<file path="src/rtl/hydra_wrr_scheduler_if.sv">
// hydra_wrr_scheduler_if: scheduler-to-queue-manager and read-engine signal bundle
interface hydra_wrr_scheduler_if #(
  parameter int NQ = 8,
  parameter int WW = 4
);
  logic                    wrr_en;
  logic [NQ*WW-1:0]        weight;
  logic [NQ-1:0]           q_nonempty;
  logic                    pause;
  logic                    rd_ready;
  logic                    pkt_done;
  logic                    grant_vld;
  logic [$clog2(NQ)-1:0]   grant_q;
  logic                    busy;
  logic                    err_timeout;
  modport master (
    output wrr_en, weight, q_nonempty, pause, rd_ready, pkt_done,
    input  grant_vld, grant_q, busy, err_timeout
  );
  modport slave (
    input  wrr_en, weight, q_nonempty, pause, rd_ready, pkt_done,
    output grant_vld, grant_q, busy, err_timeout
  );
endinterface

</file>
<file path="src/rtl/hydra_wrr_scheduler.sv">
// hydra_wrr_scheduler: per-port strict-priority / weighted-round-robin dequeue scheduler
module hydra_wrr_scheduler #(
  parameter int NQ      = 8,
  parameter int WW      = 4,
  parameter int TIMEOUT = 1024
) (
  input logic               clk,
  input logic               rst_n,
  hydra_wrr_scheduler_if.slave bus
);
  localparam int QW = $clog2(NQ);
  localparam int CW = $clog2(TIMEOUT);
  typedef enum logic {IDLE, SERVE} state_t;
  state_t        state, state_nx;
  logic [WW-1:0] credit [NQ];
  logic [WW-1:0] cred_use [NQ];
  logic [WW-1:0] credit_nx [NQ];
  logic [WW-1:0] w;
  logic [NQ-1:0] elig;
  logic [QW-1:0] rr_ptr, rr_nx, sel, idx;
  logic [CW-1:0] cnt, cnt_nx;
  logic          grant, timeout, reload, found;
  // Selection: when no nonempty queue has credit left, the round restarts with
  // reloaded weights used directly in this cycle's scan.
  always_comb begin
    reload = 1'b1;
    sel    = '0;
    idx    = '0;
    found  = 1'b0;
    w      = '0;
    for (int q = 0; q < NQ; q++)
      if (bus.q_nonempty[q] && credit[q] != '0) reload = 1'b0;
    for (int q = 0; q < NQ; q++) begin
      w           = bus.weight[q*WW +: WW];
      cred_use[q] = !reload ? credit[q] : (w == '0) ? WW'(1) : w;
      elig[q]     = bus.q_nonempty[q] && cred_use[q] != '0;
    end
    if (bus.wrr_en) begin
      for (int i = 0; i < NQ; i++) begin
        idx = QW'((int'(rr_ptr) + i) % NQ);
        if (!found && elig[idx]) begin
          sel   = idx;
          found = 1'b1;
        end
      end
    end else begin
      for (int i = NQ - 1; i >= 0; i--)
        if (bus.q_nonempty[i]) sel = QW'(i);
    end
  end
  always_comb begin
    grant     = state == IDLE && !bus.pause && bus.rd_ready && |bus.q_nonempty;
    timeout   = state == SERVE && !bus.pkt_done && cnt == CW'(TIMEOUT - 1);
    state_nx  = grant ? SERVE : (state == SERVE && (bus.pkt_done || timeout)) ? IDLE : state;
    cnt_nx    = (state == SERVE && !bus.pkt_done && !timeout) ? cnt + 1'b1 : '0;
    credit_nx = credit;
    rr_nx     = rr_ptr;
    if (grant && bus.wrr_en) begin
      credit_nx      = cred_use;
      credit_nx[sel] = cred_use[sel] - WW'(cred_use[sel] != '0);
      rr_nx          = (credit_nx[sel] != '0) ? sel : (sel == QW'(NQ - 1)) ? '0 : sel + 1'b1;
    end
  end
  always_ff @(posedge clk) begin
    if (rst_n) begin
      state           <= IDLE;
      credit          <= '{default: '0};
      rr_ptr          <= '0;
      cnt             <= '0;
      bus.grant_vld   <= 1'b0;
      bus.grant_q     <= '0;
      bus.err_timeout <= 1'b0;
    end else begin
      state           <= state_nx;
      credit          <= credit_nx;
      rr_ptr          <= rr_nx;
      cnt             <= cnt_nx;
      bus.grant_vld   <= grant;
      bus.err_timeout <= timeout;
      if (grant) bus.grant_q <= sel;
    end
  end
  assign bus.busy = state != IDLE;
endmodule

</file>
<file path="src/flat_wrapper.sv">
// flat-port wrapper written by rule: the top's interface ports become plain ports
module hydra_wrr_scheduler_flat 
#(
  parameter int NQ      = 8,
  parameter int WW      = 4,
  parameter int TIMEOUT = 1024
)
  (clk, rst_n, bus_wrr_en, bus_weight, bus_q_nonempty, bus_pause, bus_rd_ready, bus_pkt_done, bus_grant_vld, bus_grant_q, bus_busy, bus_err_timeout);
  hydra_wrr_scheduler_if #(.NQ(NQ), .WW(WW)) bus_i ();
  input logic clk;
  input logic rst_n;
  input wire logic [$bits(bus_i.wrr_en)-1:0] bus_wrr_en;
  input wire logic [$bits(bus_i.weight)-1:0] bus_weight;
  input wire logic [$bits(bus_i.q_nonempty)-1:0] bus_q_nonempty;
  input wire logic [$bits(bus_i.pause)-1:0] bus_pause;
  input wire logic [$bits(bus_i.rd_ready)-1:0] bus_rd_ready;
  input wire logic [$bits(bus_i.pkt_done)-1:0] bus_pkt_done;
  output wire logic [$bits(bus_i.grant_vld)-1:0] bus_grant_vld;
  output wire logic [$bits(bus_i.grant_q)-1:0] bus_grant_q;
  output wire logic [$bits(bus_i.busy)-1:0] bus_busy;
  output wire logic [$bits(bus_i.err_timeout)-1:0] bus_err_timeout;
  assign bus_i.wrr_en = bus_wrr_en;
  assign bus_i.weight = bus_weight;
  assign bus_i.q_nonempty = bus_q_nonempty;
  assign bus_i.pause = bus_pause;
  assign bus_i.rd_ready = bus_rd_ready;
  assign bus_i.pkt_done = bus_pkt_done;
  assign bus_grant_vld = bus_i.grant_vld;
  assign bus_grant_q = bus_i.grant_q;
  assign bus_busy = bus_i.busy;
  assign bus_err_timeout = bus_i.err_timeout;
  hydra_wrr_scheduler #(.NQ(NQ), .WW(WW), .TIMEOUT(TIMEOUT)) u_core (.clk(clk), .rst_n(rst_n), .bus(bus_i));
endmodule
</file>
<file path="config.mk">
export PLATFORM = sky130hd
export DESIGN_NAME = hydra_wrr_scheduler_flat
export DESIGN_NICKNAME = d
export VERILOG_FILES = /design/src/rtl/hydra_wrr_scheduler_if.sv /design/src/rtl/hydra_wrr_scheduler.sv /design/src/flat_wrapper.sv
export SDC_FILE = /design/constraint.sdc
export NUM_CORES = 1
export LEC_CHECK = 0
export BUFFER_PORTS_ARGS = -buffer_cell sky130_fd_sc_hd__buf_2
export CELL_PAD_IN_SITES_DETAIL_PLACEMENT = 0
export CELL_PAD_IN_SITES_GLOBAL_PLACEMENT = 1
export CORE_MARGIN = 4
export CORE_UTILIZATION = 48
export CTS_CLUSTER_DIAMETER = 40
export DETAILED_ROUTE_END_ITERATION = 7
export GPL_ROUTABILITY_DRIVEN = 0
export GPL_TIMING_DRIVEN = 0
export PLACE_DENSITY = 0.84
export SETUP_SLACK_MARGIN = 0.4
export SLEW_MARGIN = 25
export SYNTH_ARGS = -nofsm -noshare
export SYNTH_HDL_FRONTEND = slang
export SYNTH_SLANG_ARGS = --single-unit
</file>
<file path="constraint.sdc">
create_clock -name clk -period 12.7 [get_ports clk]
set_clock_uncertainty 0.2 [all_clocks]
set_input_delay 0.635 -clock clk [delete_from_list [all_inputs] [get_ports clk]]
set_output_delay 0.635 -clock clk [all_outputs]
set_load 0.1 [all_outputs]
</file>
==> impl_results.md, run 1 <==
* Post-layout util at 54.6%
* First-pass GRT wire length at 27.7 mm
* Slew @ Worst Pin at 998 ps
* I/O Buffers at 46
* Dpl hpwl at 13.3 mm
* Total GRT Usage at 30.4%
* Critical path endpoint category: register
* Synthesized area at 4860 µm²
* Mapped Avg Cell Area at 7.56 µm²
* CTS Buf Count at 5
* Clock Tree Buf Depth at 2
* Layout Nets at 749
* Synth Instances at between 600 and 700
* RR Startpoint: u_core.rr_ptr[0]$_SDFFE_PP0P_
* Die area at around 12000 µm²
* Setup Crit Path Kind: register to register
* FF-to-FF End: u_core.rr_ptr[0]$_SDFFE_PP0P_
* Post-Synth Simple-Gate Area at 28.9%
* CP startpoint: u_core.rr_ptr[0]$_SDFFE_PP0P_
* Post-synth net total at 696
* Final hold violation count at 0
* Placed cell area at 5260 µm²
* Status: completed
* Compound-gate portion of the synthesized area at 31.8%
* Syn. warnings at 0
* Largest family of logic cells by synthesized area: compound AO/OA/AOI/OAI gates
* Post-CTS Resized at 0
* N_diodes at 0
* Async S/R FF share, synth at 0%
* Synth Area in XOR/XNOR at ~3.4%
* Core area at 9820 µm²
* Std cell rows at 36
* Post-synth EDFFs at 0
* TNS Setup at 0 ps
* IO Pins at between 50 and 60
* TritonCTS clock tree: yes
* Largest net degree at the start of global routing at 19
* Final setup margin at 3920 ps
* Sequential fraction of the synthesis area at about a fifth
* Pre-antenna DRT Iters at 8
* Distinct cells, synth at 78
* Iteration-0 DRC Markers at around 550
* Max Slew Vio Count at 0
* Worst skew pair latency at between 300 and 400 ps
* Primary FF master, synth: dfxtp_1
* Antenna-violating nets left at 0
* DRC errors left at 0
* CP Max Fanout at 10
* Worst path required time at roughly 13000 ps
* Pre-CTS WS at 4200 ps
* DR vias/cell at about 6.7
* Final setup violation count at 0
* Initial antenna violation count at 0
* Layout cells sized above 1 at 14.8%
* Post-CTS Setup Inserts at 0
* Post-synthesis mux area share at between 8 and 9%
* Reg2Reg Setup Slack at 3920 ps
* Avg WL per Cell at around 22 µm
* Arrival time at the worst endpoint at 8790 ps
* Worst setup path endpoint: u_core.rr_ptr[0]$_SDFFE_PP0P_
* Post-layout min period at 8780 ps
* Htree depth at 2
* R2R depth at 26
* Area growth syn-to-layout at 10.3%
* Max Fclk at 0.114 GHz
* Period utilization at between 60 and 70%
* Die H at 109 µm
* Drt total wl at approximately 18 mm
* #FFs+latches synth at 51
* RSZ-0062 raised after global routing: no
* Clock Sinks at 51
* Starting Density at around half
* Clk slew on worst S/H paths at 110 ps
* Final Cell Area at approximately 5400 µm²
* DR vias at approximately 5500
* Crit path launch type: register
* Hold_buf cts at 0
* Remaining global-route overflow at 0
* Post-Synth Adder-Cell Area at around 1.8%
* Slew HR at roughly 33%
* Max-Cap Viols at 0
* Worst Hold Class: register to register
* Number of global-route vias before repair at 5257
* Root buffer cell: clkbuf_8
* Die Width at 109 µm
cell families after synthesis:
group | Yosys count
DFF | 51
muxes | 35
adders and majority gates | 7
and+or+nand+nor | 293
AOI/OAI and AO/OA | 183
xor gates and xnor gates | 17
buffers and inverters | 57
metal layers:
metal	track usage [%]	routed length [µm]	vias up
li1	-	-	2530
met1	37.0	7020	2582
met2	51.6	8210	327
met3	4.38	1590	83
met4	16.3	1080	0
met5	0	0	-
placed cells by master, fill, tap and decap left out, types with 4 or more instances in the layout:
| cell | n |
|---|---|
| nor2_1 | 112 |
| nand2_1 | 64 |
| buf_2 | 52 |
| dfxtp_1 | 51 |
| clkbuf_1 | 34 |
| nor3_1 | 31 |
| mux2i_1 | 28 |
| o21ai_0 | 19 |
| a211oi_1 | 19 |
| nand3_1 | 18 |
| a21oi_1 | 18 |
| nor2b_1 | 12 |
| a221oi_1 | 12 |
| inv_1 | 11 |
| and2_1 | 11 |
| or3_1 | 11 |
| o31ai_1 | 11 |
| a22oi_1 | 10 |
| nor4_1 | 9 |
| xnor2_1 | 9 |
| a22o_1 | 9 |
| o21ai_2 | 8 |
| o22ai_1 | 8 |
| a32oi_1 | 7 |
| xor2_1 | 7 |
| ha_1 | 7 |
| a211o_1 | 6 |
| a32o_1 | 5 |
| a311oi_1 | 5 |
| clkbuf_8 | 5 |
| mux4_2 | 4 |
| o21bai_1 | 4 |
| o211ai_1 | 4 |
| nand4_1 | 4 |
worst max-delay path, cell delays in order (launching register included):
cell	delay (ps)
dfxtp_1	380
clkbuf_1	430
inv_1	150
clkbuf_1	330
clkbuf_1	340
ha_1	460
clkbuf_1	340
nor2_1	110
a32o_1	220
mux4_2	550
a211o_1	300
or3_1	470
o2bb2ai_1	220
o2bb2ai_1	250
clkbuf_1	390
buf_1	470
mux2i_1	250
o22ai_1	90
a221oi_1	460
nand4_1	150
ha_1	240
ha_1	270
xor2_1	820
nand2_1	210
o311a_1	220
o211ai_1	180
o311ai_1	120
per-stage QoR:
step	cells	hold WS, ps
global placement	822	244
finish	830	274
detailed placement	822	250
CTS	830	278
global route	830	295
floorplan	643	230
registers in the layout, summed over array words and instances, names as in the netlist:
register and count:
u_core.bus.err_timeout 1, u_core.bus.busy 1, u_core.credit 32, u_core.cnt 10, u_core.rr_ptr 3, u_core.bus.grant_vld 1, u_core.bus.grant_q 3
how the worst min path moves through the flow:
stage / start / to / slack, ps / depth (start not counted)
after floorplan: u_core.cnt[0]$_SDFF_PP0_ / u_core.cnt[0]$_SDFF_PP0_ / 230 / 1
after detailed placement: u_core.cnt[0]$_SDFF_PP0_ / u_core.cnt[0]$_SDFF_PP0_ / 250 / 1
after CTS: u_core.cnt[0]$_SDFF_PP0_ / u_core.cnt[0]$_SDFF_PP0_ / 280 / 1
after global routing: u_core.cnt[0]$_SDFF_PP0_ / u_core.cnt[0]$_SDFF_PP0_ / 300 / 1
final: u_core.cnt[0]$_SDFF_PP0_ / u_core.cnt[0]$_SDFF_PP0_ / 270 / 1
after global placement: u_core.cnt[0]$_SDFF_PP0_ / u_core.cnt[0]$_SDFF_PP0_ / 240 / 1
Yosys cell counts, drive strengths merged (10+ instances only):
library cell | instances | area share (%)
o31ai | 11 | 1.7
nand3 | 18 | 1.9
nor4 | 12 | 2.1
inv | 14 | 1.1
clkbuf | 34 | 2.6
a21oi | 18 | 1.9
nor2b | 12 | 1.5
a22oi | 10 | 1.5
o21ai | 27 | 3.4
or3 | 11 | 1.4
nand2 | 64 | 4.9
and2 | 11 | 1.4
nor2 | 113 | 8.8
a221oi | 12 | 2.2
nor3 | 31 | 3.2
dfxtp | 51 | 21
a211oi | 20 | 3.2
mux2i | 29 | 6.0
layout make-up:
| class | instances | area, µm² |
|---|---|---|
| inverter | 14 | 52.6 |
| clock buffer | 5 | 68.8 |
| tap | 133 | 166 |
| clock inverter | 3 | 27.5 |
| sequential | 51 | 1020 |
| multi-input combinational | 535 | 3620 |
| buffer | 43 | 176 |
| timing repair buffer | 46 | 230 |
| fill | 1018 | 4460 |
Power of run 1 is not shown: default switching activity piles up to over one toggle a cycle in this logic, so the estimate is an artifact.
==> run 2: changes to the inputs <==
Settings changed: CORE_UTILIZATION 48 to 44, PLACE_DENSITY 0.84 to 0.78.
Clock period 12.7 ns to 8.9 ns, I/O delays scaled along.
==> impl_results.md, run 2 (synthesis gave the netlist of run 1 again) <==
* Critical path endpoint category: register
* Arrival time at the worst endpoint at 8080 ps
* Most common cell after layout, fill and taps aside: nor2_1
* Final Cell Area at 5400 µm²
* Avg WL per Cell at 21.9 µm
* Layout Nets at 752
* Number of global-route vias before repair at 5259
* Largest net degree at the start of global routing at 19
* Root buffer cell: clkbuf_8
* Antenna-violating nets left at 0
* Post-layout min period at 8080 ps
* Setup Crit Path Kind: register to register
* Slew HR at 43.4%
* N_diodes at 0
* Max Fclk at 0.124 GHz
* Iteration-0 DRC Markers at 620
* Clock Tree Buf Depth at 2
* DR vias/cell at 6.54
* Die area at between 10000 and 15000 µm²
* Total GRT Usage at 28.2%
* Clock Sinks at 51
* Final setup violation count at 0
* Placed cells at a little over 800
* Largest registers: u_core.credit x32, u_core.cnt x10
* Worst path required time at a little under 9000 ps
* R2R depth at 26
* Pre-CTS WS at ~370 ps
* Period utilization at 90.8%
* CP Max Fanout at 10
* DRC errors left at 0
* CP peak stage delay at 480 ps
* Drt total wl at 18.4 mm
* # fillers at 1136
* Biggest register: u_core.credit
* Die H at 113 µm
* Worst Hold Class: input pin to register
* RSZ-0062 raised after global routing: no
* Initial antenna violation count at 0
* Most frequent cells in the layout: 112 x nor2_1, 64 x nand2_1, 52 x buf_2
* Worst skew pair latency at 330 ps
* Post-route insts no fill at 840
* Starting Density at 44.8%
* Htree depth at 2
* Layout cells sized above 1 at ~16%
* Pre-antenna DRT Iters at 5
* Core area at 10800 µm²
* CTS Buf Count at 5
* Placed cell area at 5270 µm²
* Slowest-stage cell, CP: a221oi_1
* I/O Buffers at 46
* DR vias at 5492
* IO Pins at 52
* Status: completed
* Final setup margin at ~820 ps
* Remaining global-route overflow at 0
* First-pass GRT wire length at 28.4 mm
* Reg2Reg Setup Slack at 820 ps
* Max Slew Vio Count at 0
* TritonCTS clock tree: yes
* Std cell rows at 38
* Final hold violation count at 0
* Max reg flops at 32
* Dpl hpwl at 13.7 mm
* Crit path launch type: register
* Clk slew on worst S/H paths at 100 ps
* TNS Setup at 0 ps
* Max-Cap Viols at 0
* Slew @ Worst Pin at 841 ps
* Hold path cells at 4
* Area growth syn-to-layout at 11.1%
* Die Width at 113 µm
==> run 2: final timing paths <==
check,from,to
setup / recovery,u_core.rr_ptr[0]$_SDFFE_PP0P_,u_core.rr_ptr[0]$_SDFFE_PP0P_
hold / removal,bus_pkt_done,u_core.cnt[6]$_SDFF_PP0_
hold reg to reg,u_core.cnt[0]$_SDFF_PP0_,u_core.cnt[0]$_SDFF_PP0_
setup reg to reg,u_core.rr_ptr[0]$_SDFFE_PP0P_,u_core.rr_ptr[0]$_SDFFE_PP0P_
==> run 2: cell type report <==
class / instances / area (µm²) / area share [%]
Tap cell: 140 / 175 / 3.24
Timing Repair Buffer: 49 / 253 / 4.68
Clock buffer: 5 / 68.8 / 1.27
Multi-Input combinational cell: 535 / 3620 / 67.1
Sequential cell: 51 / 1020 / 18.9
Clock inverter: 3 / 27.5 / 0.509
Buffer: 43 / 180 / 3.33
Inverter: 14 / 52.6 / 0.973
==> run 2: per-layer routing <==
layer / track usage (%) / up-vias / wire length (µm)
met5: 0 / - / 0
met4: 13.5 / 0 / 908
met3: 4.71 / 71 / 1250
met2: 46.7 / 288 / 8610
met1: 35.5 / 2597 / 7610
li1: - / 2536 / -
==> run 2: repair_timing <==
| item | CTS | global route |
|---|---|---|
| pin swaps | 0 | 1 |
| resized for setup | 1 | 5 |
| hold buffers | 0 | 0 |
| hold endpoints to repair | 0 | 0 |
| setup buffers | 0 | 3 |
| setup endpoints to repair | 2 | 3 |
==> run 2: per-stage QoR <==
stage               utilization, %  hold slack (ps)
finish                        49.8              242
global route                  49.8              243
CTS                           49.6              231
detailed placement            48.6              259
global placement              48.6              247
floorplan                        -              230
==> run 2: critical path, delay by kind of cell, from the launching register on <==
kind / cells / cell delay, ps
adder cells (fa/ha/maj): 2 / 630
flip-flops: 1 / 340
XOR/XNOR: 1 / 430
multiplexers: 2 / 430
AO/OA/AOI/OAI: 9 / 2630
AND/OR/NAND/NOR: 4 / 1150
buffers and inverters: 8 / 2120
Power of run 2 is left out for the same reason.
==> run 3: changes to the inputs <==
Settings changed: CORE_UTILIZATION 44 to 48, PLACE_DENSITY 0.78 to 0.84, RECOVER_POWER set to 25, REMOVE_ABC_BUFFERS set to 1.
Clock period 8.9 ns to 9.4 ns, I/O delays scaled along.
==> impl_results.md, run 3 (synthesis gave the netlist of run 1 again) <==
* Slowest-stage cell, CP: dfxtp_1
* Final setup violation count at 0
* Dpl hpwl at 11.0 mm
* Root buffer cell: clkbuf_8
* Slew HR at 21.9%
* Hold_buf cts at 0
* Pre-antenna DRT Iters at 5
* Final setup margin at about 1100 ps
* Die area at 11800 µm²
* IO Pins at 52
* Most frequent cells in the layout: 110 x nor2_1, 63 x nand2_1, 51 x dfxtp_1
* Status: completed
* TritonCTS clock tree: yes
* Biggest register: u_core.credit
* Iteration-0 DRC Markers at 498
* Std cell rows at 36
* Pre-CTS WS at between 1000 and 1500 ps
* Clock Tree Buf Depth at 2
* N_diodes at 0
* Number of global-route vias before repair at between 4000 and 5000
* Remaining global-route overflow at 0
* Worst-path cell chain: inv_1 > ha_2 > nor2b_1 > a32o_1 > mux4_2 > a211o_1 > or3_1 > nor4b_4 > nor2_4 > inv_1 > a311oi_1 > o22ai_1 > nor2_1 > nand4_1 > ha_1 > ha_1 > xor2_1 > o21a_1 > o21ai_0 > o211ai_1 > o311ai_1
* CTS Buf Count at 5
* Max Fclk at 0.121 GHz
* Core area at roughly 9800 µm²
* DR vias at between 5000 and 6000
* Clk slew on worst S/H paths at 100 ps
* Antenna-violating nets left at 0
* DRC errors left at 0
* Post-layout min period at 8270 ps
* Placed cell area at 5170 µm²
* Area growth syn-to-layout at 8.65%
* Clock Sinks at a little over 50
* Crit path launch type: register
* I/O Buffers at around 50
* RR Startpoint: u_core.rr_ptr[0]$_SDFFE_PP0P_
* WP buf/inv at 2
* Kind of cell with the highest combined delay on the critical path: simple AND/OR/NAND/NOR gates
* Worst skew pair latency at 320 ps
* Post-CTS Setup Inserts at 0
* Largest net degree at the start of global routing at 45
* Max Slew Vio Count at 0
* Htree depth at 2
* Starting Density at 49.5%
* Post-CTS Resized at 0
* DR vias/cell at 6.49
* Avg WL per Cell at ~19 µm
* First-pass GRT wire length at 25.0 mm
* Max-Cap Viols at 0
* Critical path endpoint category: register
* Initial antenna violation count at 0
* Drt total wl at 15.3 mm
* Worst Hold Class: input pin to register
* Period utilization at about 88%
* Layout Nets at 713
* Die H at 109 µm
* Max reg flops at 32
* Setup Crit Path Kind: register to register
* Layout cells sized above 1 at 15.3%
* Largest registers: u_core.credit x32, u_core.cnt x10
* Die Width at 109 µm
* CP startpoint: u_core.rr_ptr[0]$_SDFFE_PP0P_
* Final Cell Area at around 5300 µm²
* Total GRT Usage at 26.7%
* Final hold violation count at 0
* RSZ-0062 raised after global routing: no
* Slew @ Worst Pin at ~1200 ps
* Reg2Reg Setup Slack at ~1100 ps
* # fillers at 1020
* Worst path required time at 9380 ps
* CP peak stage delay at 860 ps
* Most common cell after layout, fill and taps aside: nor2_1
* CP Max Fanout at 24
* TNS Setup at 0 ps
* Arrival time at the worst endpoint at 8250 ps
* Hold_sp: bus_pkt_done
* Post-layout util at 53.8%
[run 3: routing by layer]
layer	wire length (µm)	track usage (%)	vias to the layer above
met5	0	0	-
met4	396	8.75	0
met3	1110	3.91	27
met2	6990	42.8	215
met1	6820	36.8	2436
li1	-	-	2466
[run 3: path summary, 6_finish.rpt]
kind / end / cells after the start
hold / removal: u_core.cnt[6]$_SDFF_PP0_ / 4
setup / recovery: u_core.rr_ptr[2]$_SDFFE_PP0P_ / 21
hold reg to reg: u_core.cnt[0]$_SDFF_PP0_ / 1
setup reg to reg: u_core.rr_ptr[2]$_SDFFE_PP0P_ / 21
[run 3: worst reg2reg max path: stages, from the launching register on]
cell and delay [ps]:
dfxtp_1 860, inv_1 600, ha_2 790, nor2b_1 120, a32o_1 260, mux4_2 520, a211o_1 290, or3_1 440
nor4b_4 710, nor2_4 250, inv_1 450, a311oi_1 170, o22ai_1 320, nor2_1 130, nand4_1 110, ha_1 170
ha_1 280, xor2_1 750, o21a_1 210, o21ai_0 160, o211ai_1 220, o311ai_1 120
[run 3: area by class of cell]
class / count / area, µm² / share of cell area, %
timing repair buffer: 53 / 287 / 5.43
tap: 133 / 166 / 3.15
clock buffer: 5 / 68.8 / 1.30
sequential: 51 / 1020 / 19.3
clock inverter: 2 / 37.5 / 0.711
inverter: 14 / 52.6 / 0.995
multi-input combinational: 535 / 3650 / 69.1
[run 3: metrics by stage]
| step | instances | hold slack (ps) |
|---|---|---|
| 2_1_floorplan | 600 | 230 |
| 3_3_place_gp | 784 | 244 |
| 3_5_place_dp | 786 | 255 |
| 4_1_cts | 793 | 246 |
| 5_1_grt | 793 | 284 |
| 6_report | 793 | 252 |
Power of run 3 is left out for the same reason.
